==> src/rtl/hdl_watchdog_timer.sv <==
// HDL-side watchdog for the truss interface: counts a loaded budget down in
// prescaled ticks and raises a sticky hdl_timeout_ when it runs out.
module hdl_watchdog_timer #(
    parameter int COUNTER_WIDTH  = 32,
    parameter int PRESCALE_WIDTH = 8
) (
    input  logic                      clk,
    input  logic                      reset_n,
    input  logic [COUNTER_WIDTH-1:0]  hdl_timeout_count_,
    input  logic                      load,
    input  logic [PRESCALE_WIDTH-1:0] prescale,
    input  logic                      kick,
    input  logic                      clear,
    output logic                      hdl_timeout_,
    output logic                      armed,
    output logic [COUNTER_WIDTH-1:0]  remaining
);

    typedef enum logic [1:0] {
        IDLE,
        ARMED,
        EXPIRED
    } state_t;

    state_t                    state, state_nxt;
    logic [COUNTER_WIDTH-1:0]  budget, budget_nxt;
    logic [COUNTER_WIDTH-1:0]  remaining_nxt;
    logic [PRESCALE_WIDTH-1:0] pscale, pscale_nxt;
    logic [PRESCALE_WIDTH-1:0] pcnt, pcnt_nxt;
    logic                      timeout_nxt;

    // NOTE: sequential state uses non-blocking assignments so every register
    // samples the values from before the edge, independent of statement order.
    always_ff @(posedge clk or negedge reset_n) begin
        if (!reset_n) begin
            state        <= IDLE;
            budget       <= '0;
            pscale       <= '0;
            pcnt         <= '0;
            remaining    <= '0;
            hdl_timeout_ <= 1'b0;
        end else begin
            state        <= state_nxt;
            budget       <= budget_nxt;
            pscale       <= pscale_nxt;
            pcnt         <= pcnt_nxt;
            remaining    <= remaining_nxt;
            hdl_timeout_ <= timeout_nxt;
        end
    end

    // NOTE: every output of this block is given a hold default first, so no
    // path through the if/else chain can leave a variable unassigned (latch).
    always_comb begin
        state_nxt     = state;
        budget_nxt    = budget;
        pscale_nxt    = pscale;
        pcnt_nxt      = pcnt;
        remaining_nxt = remaining;
        timeout_nxt   = hdl_timeout_;

        // Strobe priority: load > clear > kick > tick.
        if (load) begin
            budget_nxt    = hdl_timeout_count_;
            pscale_nxt    = prescale;
            remaining_nxt = hdl_timeout_count_;
            pcnt_nxt      = prescale;
            timeout_nxt   = 1'b0;
            state_nxt     = (hdl_timeout_count_ != '0) ? ARMED : IDLE;
        end else if (clear) begin
            remaining_nxt = '0;
            timeout_nxt   = 1'b0;
            state_nxt     = IDLE;
        end else if (state == ARMED) begin
            if (kick) begin
                remaining_nxt = budget;
                pcnt_nxt      = pscale;
            end else if (pcnt != '0) begin
                pcnt_nxt = pcnt - PRESCALE_WIDTH'(1);
            end else begin
                pcnt_nxt = pscale;
                // A zero count here is treated as expiry so remaining never wraps.
                if (remaining <= COUNTER_WIDTH'(1)) begin
                    remaining_nxt = '0;
                    timeout_nxt   = 1'b1;
                    state_nxt     = EXPIRED;
                end else begin
                    remaining_nxt = remaining - COUNTER_WIDTH'(1);
                end
            end
        end
    end

    assign armed = (state == ARMED);

endmodule
==> config.mk <==
export PLATFORM = sky130hd
export DESIGN_NAME = hdl_watchdog_timer
export DESIGN_NICKNAME = d
export VERILOG_FILES = /design/src/rtl/hdl_watchdog_timer.sv
export SDC_FILE = /design/constraint.sdc
export NUM_CORES = 1
export LEC_CHECK = 0
export BUFFER_PORTS_ARGS = -buffer_cell sky130_fd_sc_hd__buf_2
export CAP_MARGIN = 10
export CORE_ASPECT_RATIO = 1.75
export CORE_MARGIN = 4
export CORE_UTILIZATION = 55
export CTS_BUF_LIST = sky130_fd_sc_hd__clkbuf_4
export DETAILED_ROUTE_END_ITERATION = 8
export HOLD_SLACK_MARGIN = 0.15
export PLACE_DENSITY = 0.78
export SLEW_MARGIN = 20
export SYNTH_ARGS = -nofsm -noshare
export SYNTH_HDL_FRONTEND = slang
export SYNTH_SLANG_ARGS = --single-unit
==> constraint.sdc <==
create_clock -name clk -period 4.95 [get_ports clk]
set_clock_uncertainty 0.15 [all_clocks]
set_input_delay 0 -clock clk [delete_from_list [all_inputs] [get_ports clk]]
set_output_delay 0 -clock clk [all_outputs]
set_load 0.02 [all_outputs]
After elaboration in Yosys (flattened, before gate mapping)
Index checks and enable logic that the tools add are counted.
{ "word_totals": {"regBits": 83, "in_bits": 45, "out_inout_bits": 34} }
{ "classes": {"add_sub_neg": 2, "magnitude_cmp": 1, "n_eq_ne": 5, "n_mux": 24, "reduce_logical": 8} }
{ "op_table": {"columns": ["op", "count"], "rows": [
  ["$mux 32", 6],
  ["$mux 8", 5],
  ["$le 32x1->1 const B", 1],
  ["$reduce_bool 32->1", 1],
  ["$sub 32x1->32 const B", 1],
  ["$mux 2", 6],
  ["$reduce_bool 8->1", 1],
  ["$sub 8x1->8 const B", 1],
  ["$mux 1", 7],
  ["$reduce_bool 3->1", 2],
  ["$ne 4x4->1 const B", 1],
  ["$reduce_and 2->1", 2],
  ["$reduce_and 4->1", 1],
  ["$ne 3x2->1 const B", 1],
  ["$ne 3x3->1 const B", 1],
  ["$eq 2x1->1 const B", 1],
  ["$ne 2x2->1 const B", 1],
  ["$reduce_bool 2->1", 1]
]} }

Depth between registers and ports, before layout
Gate-level depths: netlist (run 1).
{ "depth": {"ltp_word": 7, "mapped_depth": 10, "depth_no_buf": 8} }

Worst setup path before layout (run 1)
No wires, ideal clock.
{ "synth_path": {"kind": "flip-flop to flip-flop", "start": "register remaining[0]", "end": "register remaining[30]", "arrival_time_ns": 2.527, "t_required_ns": 4.696, "setup_slack_ns": 2.169, "stages_incl_launch_ff": 9, "n_path_buf": 1, "synth_period_minus_slack_ns": 2.781, "cell_sequence": "dfrtp_1 -> inv_1 -> ha_1 -> or3b_1 -> clkbuf_1 -> or4_4 -> nor4_4 -> a21oi_2 -> o41ai_2"} }
{ "synth_via": {"elab_chain_cells": 7, "word_cells_on_any_way": 8, "cone_classes": "add/sub (1); order compare (1); mux (6)"} }
{ "synth_rtl": {"columns": ["item", "line", "rtl"], "rows": [
  ["start: declaration", "16", "output logic [COUNTER_WIDTH-1:0] remaining"],
  ["start signal: assignment", "47", "remaining <= remaining_nxt;"],
  ["$sub 32x1->32 or $le 32x1->1 (tied branches)", "88, 83", null],
  ["$mux 32 (*)", "83", "if (remaining <= COUNTER_WIDTH'(1)) begin"],
  ["$mux 32 (*)", "78", "end else if (pcnt != '0) begin"],
  ["$mux 32 (*)", "75", "if (kick) begin"],
  ["$mux 32 (*)", "74", "end else if (state == ARMED) begin"],
  ["$mux 32 (*)", "70", "end else if (clear) begin"],
  ["$mux 32 (*)", "63", "if (load) begin"]
]} }
Mark *: on every way between the ends. The rest lies on a longest branch, timed or not. The select of a mux whose other input is x is not followed.
A chain may end at the register's enable or synchronous reset.

Worst setup path after layout (run 1)
{ "layout_path": {"start": "register remaining[20]", "end": "register remaining[5]"} }
{ "layout_via": {"elab_chain_cells": 7} }
{ "layout_rtl": {"columns": ["item", "line"], "rows": [
  ["$le 32x1->1", "83"],
  ["$mux 32", "83"],
  ["$mux 32", "78"],
  ["$mux 32", "75"],
  ["$mux 32", "74"],
  ["$mux 32", "70"],
  ["$mux 32", "63"]
]} }
No other way between the ends. The select of a mux whose other input is x is not followed.

==> results.json, run 1 <==
{
  "routed-via-count": 4722,
  "multiInputGateArea_um2": 2410,
  "synth_top_cells_by_area": "sky130_fd_sc_hd__dfrtp_1, sky130_fd_sc_hd__mux2_2, sky130_fd_sc_hd__o21ai_0",
  "max_freq_mhz": 303,
  "via_per_inst": 6.21,
  "rows": 44,
  "period_minus_slack_ns": 3.30,
  "report.final.hold_viol_count": 0,
  "timing.max_slew.rel_slack_pct": 23.4,
  "setup_violations": 0,
  "worst-endpoint-required_ns": 5.16,
  "root_buffer": "sky130_fd_sc_hd__clkbuf_4",
  "drt_iter0_drc": 439,
  "drt_drc_violations_left": 0,
  "yosys.cell_count.top_type": "sky130_fd_sc_hd__dfrtp_1",
  "grt_overflow_total": 0,
  "cts-buffers-inserted": 9,
  "first_global_vias": 4764,
  "power-per-cell-area_nw_per_um2": 292,
  "path_cells": "or4_1, nor4_1, a41o_1, or2_1, o21ai_1, a221o_1",
  "finish.cell_count_without_fillers": 760,
  "number_of_buffers_added_for_setup_after_cts": 0,
  "post_synthesis_instance_total": 519,
  "post-route-period-util_pct": 66.7,
  "critical_path.max_fanout": 18,
  "synthesis.area_per_instance_um2": 9.05,
  "grt_antenna_before_repair": 1,
  "core_region_area_um2": 8310,
  "resized_cells_post_cts": 0,
  "setup_total_negative_slack_ns": 0,
  "synth_area_leader_cell": "sky130_fd_sc_hd__dfrtp_1",
  "crit_path_start": "remaining[20]$_DFFE_PN0P_",
  "clock_tree.htree_level_count": 3,
  "drive_above_1_share_pct": 22.0,
  "synth.ff_latch_count": 82,
  "cts-hold-fix-buffers": 59,
  "outcome": "complete, no violations",
  "die_width_um": 77.9,
  "firstDrtPassIters": 5,
  "category_of_the_worst_setup_path_launch_point": "flip-flop",
  "synth-main-ff-cell": "sky130_fd_sc_hd__dfrtp_1",
  "synthTopCellsByCount": "sky130_fd_sc_hd__dfrtp_1, sky130_fd_sc_hd__nand2_1, sky130_fd_sc_hd__o21ai_0, sky130_fd_sc_hd__nor2_1",
  "post_synth_num_cell_types": 61,
  "area_growth_syn_to_layout_pct": 25.9,
  "boundaryPins": 79,
  "design.die.area_um2": 10100,
  "synthesis.area_um2": 4700,
  "ant_nets": 0,
  "worstPathArrival_ns": 3.51,
  "dp_hpwl_mm": 10.0,
  "syn_nets": 568,
  "critical-path-slowest-cell": "sky130_fd_sc_hd__a41o_1",
  "timing.final.max_slew_violations": 0,
  "synth_top_area_share_pct": 43.7,
  "area.sequential_um2": 2050,
  "clk_pin_slew_worst_paths_ns": 0.14,
  "worstMarginPinSlew_ns": 1.15,
  "global_route.usage.total_pct": 30.2,
  "grt_first_pass_wirelength_mm": 23.7,
  "r2r-start": "remaining[20]$_DFFE_PN0P_",
  "crit_type": "reg2reg",
  "clk_path_buf_depth": 2,
  "wl_per_cell_um": 19.3,
  "count_of_flip_flops_with_a_built_in_enable_after_synthesis": 0,
  "postLayoutCoreUtil_pct": 71.1,
  "place_congestion": 0.929,
  "hold_path_startpoint": "prescale[6]",
  "fillcell_total": 655,
  "largest_net_degree_at_the_start_of_global_routing": 61,
  "critical_path.endpoint_type": "flip-flop",
  "stdcell_area_um2": 5910,
  "max_cap_viol_count": 0,
  "placed_cells_incl_taps": 684,
  "yosysSeqAreaShare_pct": 43.7,
  "power_leakage_nw": 2.52,
  "vdd_drop_max_mv": 0.255,
  "initial_utilization_pct": 56.5,
  "nNetsFinal": 688,
  "port-buffer-count": 78,
  "die_y_um": 130,
  "yosysWarningCount": 0,
  "detailed_place.area_um2": 5140,
  "hp-class": "in2reg",
  "tritoncts": "done",
  "unrepaired_setup_endpoints_after_global_routing": "false",
  "finalWirelength_mm": 14.7,
  "critical-path-max-stage-delay_ns": 0.66,
  "synthArstFlopShare_pct": 100,
  "cts.sink_count": 82,
  "worst_skew_late_latency_ns": 0.46
}
==> path summary, 6_finish.rpt <==
path	to	slack (ns)	cells after the start
worst max-delay path	remaining[5]$_DFFE_PN0P_	1.65	6
worst min-delay path	pscale[6]$_DFFE_PN0P_	0.18	3
worst max register to register	remaining[5]$_DFFE_PN0P_	1.65	6
worst min register to register	budget[28]$_DFFE_PN0P_	0.37	1
max in group asynchronous	pscale[6]$_DFFE_PN0P_	3.50	4
min in group asynchronous	budget[13]$_DFFE_PN0P_	0.52	4
==> worst max-delay path: cells and delay by family (launching register included) <==
family	cells	cell delay [ns]
AO/OA/AOI/OAI	3	1.08
AND/OR/NAND/NOR	3	1.51
flip-flops	1	0.45
==> cell type report <==
class | instances | area share, %
multi-input combinational | 375 | 40.7
sequential | 82 | 34.7
inverter | 29 | 1.84
clock inverter | 5 | 1.73
timing repair buffer | 142 | 17.2
clock buffer | 11 | 1.40
tap | 115 | 2.43
antenna | 1 | 0.0423
==> layout by cell type, fill, tap and decap left out, types with 8 or more instances in the layout <==
master,netlist,routed
sky130_fd_sc_hd__dfrtp_1,82,82
sky130_fd_sc_hd__buf_2,3,78
sky130_fd_sc_hd__dlygate4sd3_1,0,58
sky130_fd_sc_hd__nand2_1,52,52
sky130_fd_sc_hd__o21ai_0,48,47
sky130_fd_sc_hd__nor2_1,34,34
sky130_fd_sc_hd__inv_1,29,29
sky130_fd_sc_hd__a21oi_1,29,29
sky130_fd_sc_hd__mux2_2,28,28
sky130_fd_sc_hd__nor3_1,19,19
sky130_fd_sc_hd__nor4_1,17,17
sky130_fd_sc_hd__clkbuf_4,0,11
sky130_fd_sc_hd__a22oi_1,10,10
sky130_fd_sc_hd__o211ai_1,9,9
sky130_fd_sc_hd__nand3_1,9,9
sky130_fd_sc_hd__a31oi_1,8,8
==> kinds of logic after synthesis <==
kind of cell,synth area share (%)
AOI/OAI and AO/OA,22.9
xor gates and xnor gates,1.68
and+or+nand+nor,18.6
DFF,43.7
muxes,6.92
buffers and inverters,5.19
adders and majority gates,1.07
==> per-layer routing <==
layer / part of all wire (%) / GRT usage (%)
met4: 4.0 / 18.9
met2: 53 / 53.7
met1: 38 / 33.8
met5: 0 / 0
met3: 5.0 / 4.28
==> metrics by stage <==
step / hold slack (ns) / setup slack, ns / power (mW)
2_1_floorplan: -0.446 / 2.17 / 1.05
3_3_place_gp: -0.241 / 1.74 / 1.18
3_5_place_dp: -0.241 / 1.68 / 1.19
4_1_cts: 0.154 / 1.67 / 1.73
5_1_grt: 0.184 / 1.48 / 1.81
6_report: 0.178 / 1.65 / 1.73
==> sequential cells by signal, summed over array words and instances (netlist names) <==
register	cells
remaining	32
hdl_timeout_	1
state	1
pcnt	8
budget	32
pscale	8
==> power by group <==
group | switching [mW] | internal, mW
clock | 0.236 | 0.266
sequential | 0.0718 | 0.739
combinational | 0.240 | 0.175
(Power assumes the default switching activity.)
==> inputs of run 2 (changes only) <==
--- a/config.mk
+++ b/config.mk
@@ -5,11 +5,12 @@
 export SDC_FILE = /design/constraint.sdc
 export NUM_CORES = 1
 export LEC_CHECK = 0
+export ABC_AREA = 1
 export BUFFER_PORTS_ARGS = -buffer_cell sky130_fd_sc_hd__buf_2
 export CAP_MARGIN = 10
 export CORE_ASPECT_RATIO = 1.75
 export CORE_MARGIN = 4
-export CORE_UTILIZATION = 55
+export CORE_UTILIZATION = 53
 export CTS_BUF_LIST = sky130_fd_sc_hd__clkbuf_4
 export DETAILED_ROUTE_END_ITERATION = 8
 export HOLD_SLACK_MARGIN = 0.15
==> constraint.sdc (replaced) <==
create_clock -name clk -period 3 [get_ports clk]
set_clock_uncertainty 0.15 [all_clocks]
set_input_delay 0 -clock clk [delete_from_list [all_inputs] [get_ports clk]]
set_output_delay 0 -clock clk [all_outputs]
set_load 0.02 [all_outputs]
==> run 2 against run 1 <==
Design area increased by 14%. Sequential share of layout area is 4.2 points lower. Setup slack got worse by 1.1 ns. Worst hold slack improved by 0.086 ns. Critical path depth rose by 2. Register-to-register slack got worse by 0.99 ns. Combinational power is 100% higher. Die area up 11%. Critical endpoint is now pcnt[4]$_DFFE_PN0P_. Largest cell class unchanged.
==> results.json, run 2 <==
{
  "yosysSeqAreaShare_pct": 40.6,
  "synth.area.mux_share_pct": 0,
  "hp-class": "in2reg",
  "worst_skew_late_latency_ns": 0.45,
  "yosysWarningCount": 0,
  "worstMarginPinSlew_ns": 0.957,
  "synth_xor_xnor_area_share_pct": 3.64,
  "crit_type": "in2reg",
  "synth.ff_latch_count": 82,
  "setup_violations": 0,
  "cts-buffers-inserted": 9,
  "synthesis.area_per_instance_um2": 7.18,
  "initial_utilization_pct": 54.9,
  "port-buffer-count": 78,
  "period_minus_slack_ns": 2.48,
  "met1_length_mm": 5.92,
  "synth_top_area_share_pct": 40.6,
  "unrepaired_setup_endpoints_after_global_routing": "false",
  "die_y_um": 137,
  "synthArstFlopShare_pct": 100,
  "firstDrtPassIters": 5,
  "placement.setup.worst_slack_ns": 0.682,
  "clock_tree.htree_level_count": 3,
  "number_of_buffers_added_for_setup_after_cts": 0,
  "boundaryPins": 79,
  "post_synth_num_cell_types": 39,
  "layout.cells.most_common_list": "sky130_fd_sc_hd__nand2_1, sky130_fd_sc_hd__dlygate4sd3_1, sky130_fd_sc_hd__nor2_1, sky130_fd_sc_hd__dfrtp_1, sky130_fd_sc_hd__buf_2",
  "biggest_regs": "budget x32, remaining x32",
  "synth_simple_gate_area_share_pct": 31.6,
  "cts-hold-fix-buffers": 108,
  "met2WireLength_mm": 8.91,
  "worstPathArrival_ns": 2.64,
  "first_global_vias": 5925,
  "cts.sink_count": 82,
  "worst-r2r-cell-count": 8,
  "timing.rr.end": "remaining[7]$_DFFE_PN0P_",
  "clk_path_buf_depth": 2,
  "design.die.area_um2": 11200,
  "routed-via-count": 5543,
  "max_cap_viol_count": 0,
  "worst-endpoint-required_ns": 3.16,
  "yosys.cell_count.top_type": "sky130_fd_sc_hd__nand2_1",
  "setup_total_negative_slack_ns": 0,
  "critical_path.endpoint_type": "flip-flop",
  "core_region_area_um2": 9210,
  "drt_drc_violations_left": 0,
  "synth_area_leader_cell": "sky130_fd_sc_hd__dfrtp_1",
  "drive_above_1_share_pct": 15.6,
  "via_per_inst": 5.52,
  "maxUsedRoutingLayer": "met4",
  "drt_iter0_drc": 350,
  "grt_overflow_total": 0,
  "resized_cells_post_cts": 0,
  "area.sequential_um2": 2050,
  "detailed_place.area_um2": 5480,
  "die_width_um": 81.9,
  "nNetsFinal": 927,
  "fillcell_total": 720,
  "area_growth_syn_to_layout_pct": 33.0,
  "finalWirelength_mm": 16.5,
  "timing.max_slew.rel_slack_pct": 36.2,
  "outcome": "complete, no violations",
  "max_freq_mhz": 403,
  "category_of_the_worst_setup_path_launch_point": "primary input",
  "critical_path.max_fanout": 57,
  "synthesis.area_um2": 5060,
  "power-per-cell-area_nw_per_um2": 436,
  "root_buffer": "sky130_fd_sc_hd__clkbuf_4",
  "wl_met3_um": 771,
  "vdd_drop_max_mv": 0.353,
  "combinational_family_with_the_most_area_after_synthesis": "simple AND/OR/NAND/NOR gates",
  "worst-r2r-setup-slack_ns": 0.66,
  "postLayoutSetupSlackWorst_ns": 0.521,
  "synth_top_cells_by_area": "sky130_fd_sc_hd__dfrtp_1, sky130_fd_sc_hd__nand2_1, sky130_fd_sc_hd__a21oi_1",
  "synth_compound_area_share_pct": 16.3,
  "clk_pin_slew_worst_paths_ns": 0.13,
  "largest_net_degree_at_the_start_of_global_routing": 74,
  "multiInputGateArea_um2": 2660,
  "endpoint": "pcnt[4]$_DFFE_PN0P_",
  "syn_nets": 754,
  "crit_path_start": "load",
  "global_route.usage.total_pct": 31.3,
  "r2r-start": "pcnt[3]$_DFFE_PN0P_",
  "grt_first_pass_wirelength_mm": 27.0,
  "ant_nets": 0,
  "mostFrequentLayoutCell": "sky130_fd_sc_hd__nand2_1",
  "rows": 46,
  "synth_adder_area_share_pct": 0.989,
  "dp_hpwl_mm": 10.6,
  "post-route-period-util_pct": 82.6,
  "tritoncts": "done",
  "count_of_flip_flops_with_a_built_in_enable_after_synthesis": 0,
  "place_congestion": 0.935,
  "report.final.hold_viol_count": 0,
  "synth-main-ff-cell": "sky130_fd_sc_hd__dfrtp_1",
  "synthTopCellsByCount": "sky130_fd_sc_hd__nand2_1, sky130_fd_sc_hd__nor2_1, sky130_fd_sc_hd__dfrtp_1, sky130_fd_sc_hd__a21oi_1, sky130_fd_sc_hd__inv_1",
  "wl_per_cell_um": 16.4,
  "grt_antenna_before_repair": 0,
  "timing.final.max_slew_violations": 0,
  "post_synthesis_instance_total": 705,
  "stdcell_area_um2": 6730,
  "power_leakage_nw": 3.13
}
[run 2: cell types whose count changed in the layout (fill, tap and decap cells not counted), sizes merged, moves of 18 or more]
cell         change
nand2          +176
mux2            -28
nor3            -18
nor2            +73
a21oi           +44
inv             +21
dlygate4sd3     +50
[run 2: worst max-delay path, cell delays in order]
cell,delay [ns]
sky130_fd_sc_hd__dlygate4sd3_1,0.52
sky130_fd_sc_hd__buf_2,0.13
sky130_fd_sc_hd__buf_4,0.45
sky130_fd_sc_hd__clkinv_1,0.84
sky130_fd_sc_hd__nand2_1,0.32
sky130_fd_sc_hd__o21ai_0,0.12
sky130_fd_sc_hd__o21ai_0,0.11
sky130_fd_sc_hd__a31oi_1,0.12
[run 2: layout make-up]
type | count | share of cell area [%]
Inverter | 51 | 2.84
Tap cell | 120 | 2.23
Clock buffer | 9 | 1.00
Antenna cell | 2 | 0.0743
Clock inverter | 7 | 1.39
Timing Repair Buffer | 191 | 22.5
Sequential cell | 82 | 30.5
Multi-Input combinational cell | 543 | 39.5
[run 2: power breakdown]
part           internal [mW]  switching (mW)  leakage, nW
Sequential              1.22           0.133        0.993
Clock                  0.336           0.412       0.0835
Combinational          0.344           0.494         2.06
[run 2: per-layer routing]
metal,track usage [%],vias to the layer above
li1,-,2625
met1,32.6,2629
met2,56.3,220
met3,4.52,69
met4,21.0,0
met5,0,-
[run 2: how the worst min path moves through the flow]
| stage | cells past startpoint | startpoint | endpoint | slack, ns |
|---|---|---|---|---|
| 3_5_place_dp | 3 | prescale[5] | pscale[5]$_DFFE_PN0P_ | 0.09 |
| 6_report | 4 | hdl_timeout_count_[16] | remaining[16]$_DFFE_PN0P_ | 0.26 |
| 3_3_place_gp | 3 | prescale[5] | pscale[5]$_DFFE_PN0P_ | 0.08 |
| 5_1_grt | 4 | hdl_timeout_count_[0] | remaining[0]$_DFFE_PN0P_ | 0.27 |
| 4_1_cts | 4 | hdl_timeout_count_[19] | remaining[19]$_DFFE_PN0P_ | 0.24 |
| 2_1_floorplan | 0 | reset_n | budget[0]$_DFFE_PN0P_ | -0.45 |
[run 2: kinds of logic after synthesis]
kind of cell / Yosys count
and+or+nand+nor: 371
DFF: 82
adders and majority gates: 4
xor gates and xnor gates: 21
buffers and inverters: 80
AOI/OAI and AO/OA: 147
[run 2: stage by stage]
stage               hold slack, ns  utilization [%]  cells  total power, mW
finish                       0.264             73.1   1005             2.94
global route                 0.268             73.0   1003             3.09
CTS                          0.238             73.0   1003             2.92
detailed placement          0.0857             59.6    879             2.07
global placement            0.0756             59.6    879             2.05
floorplan                   -0.446                -    705             1.82
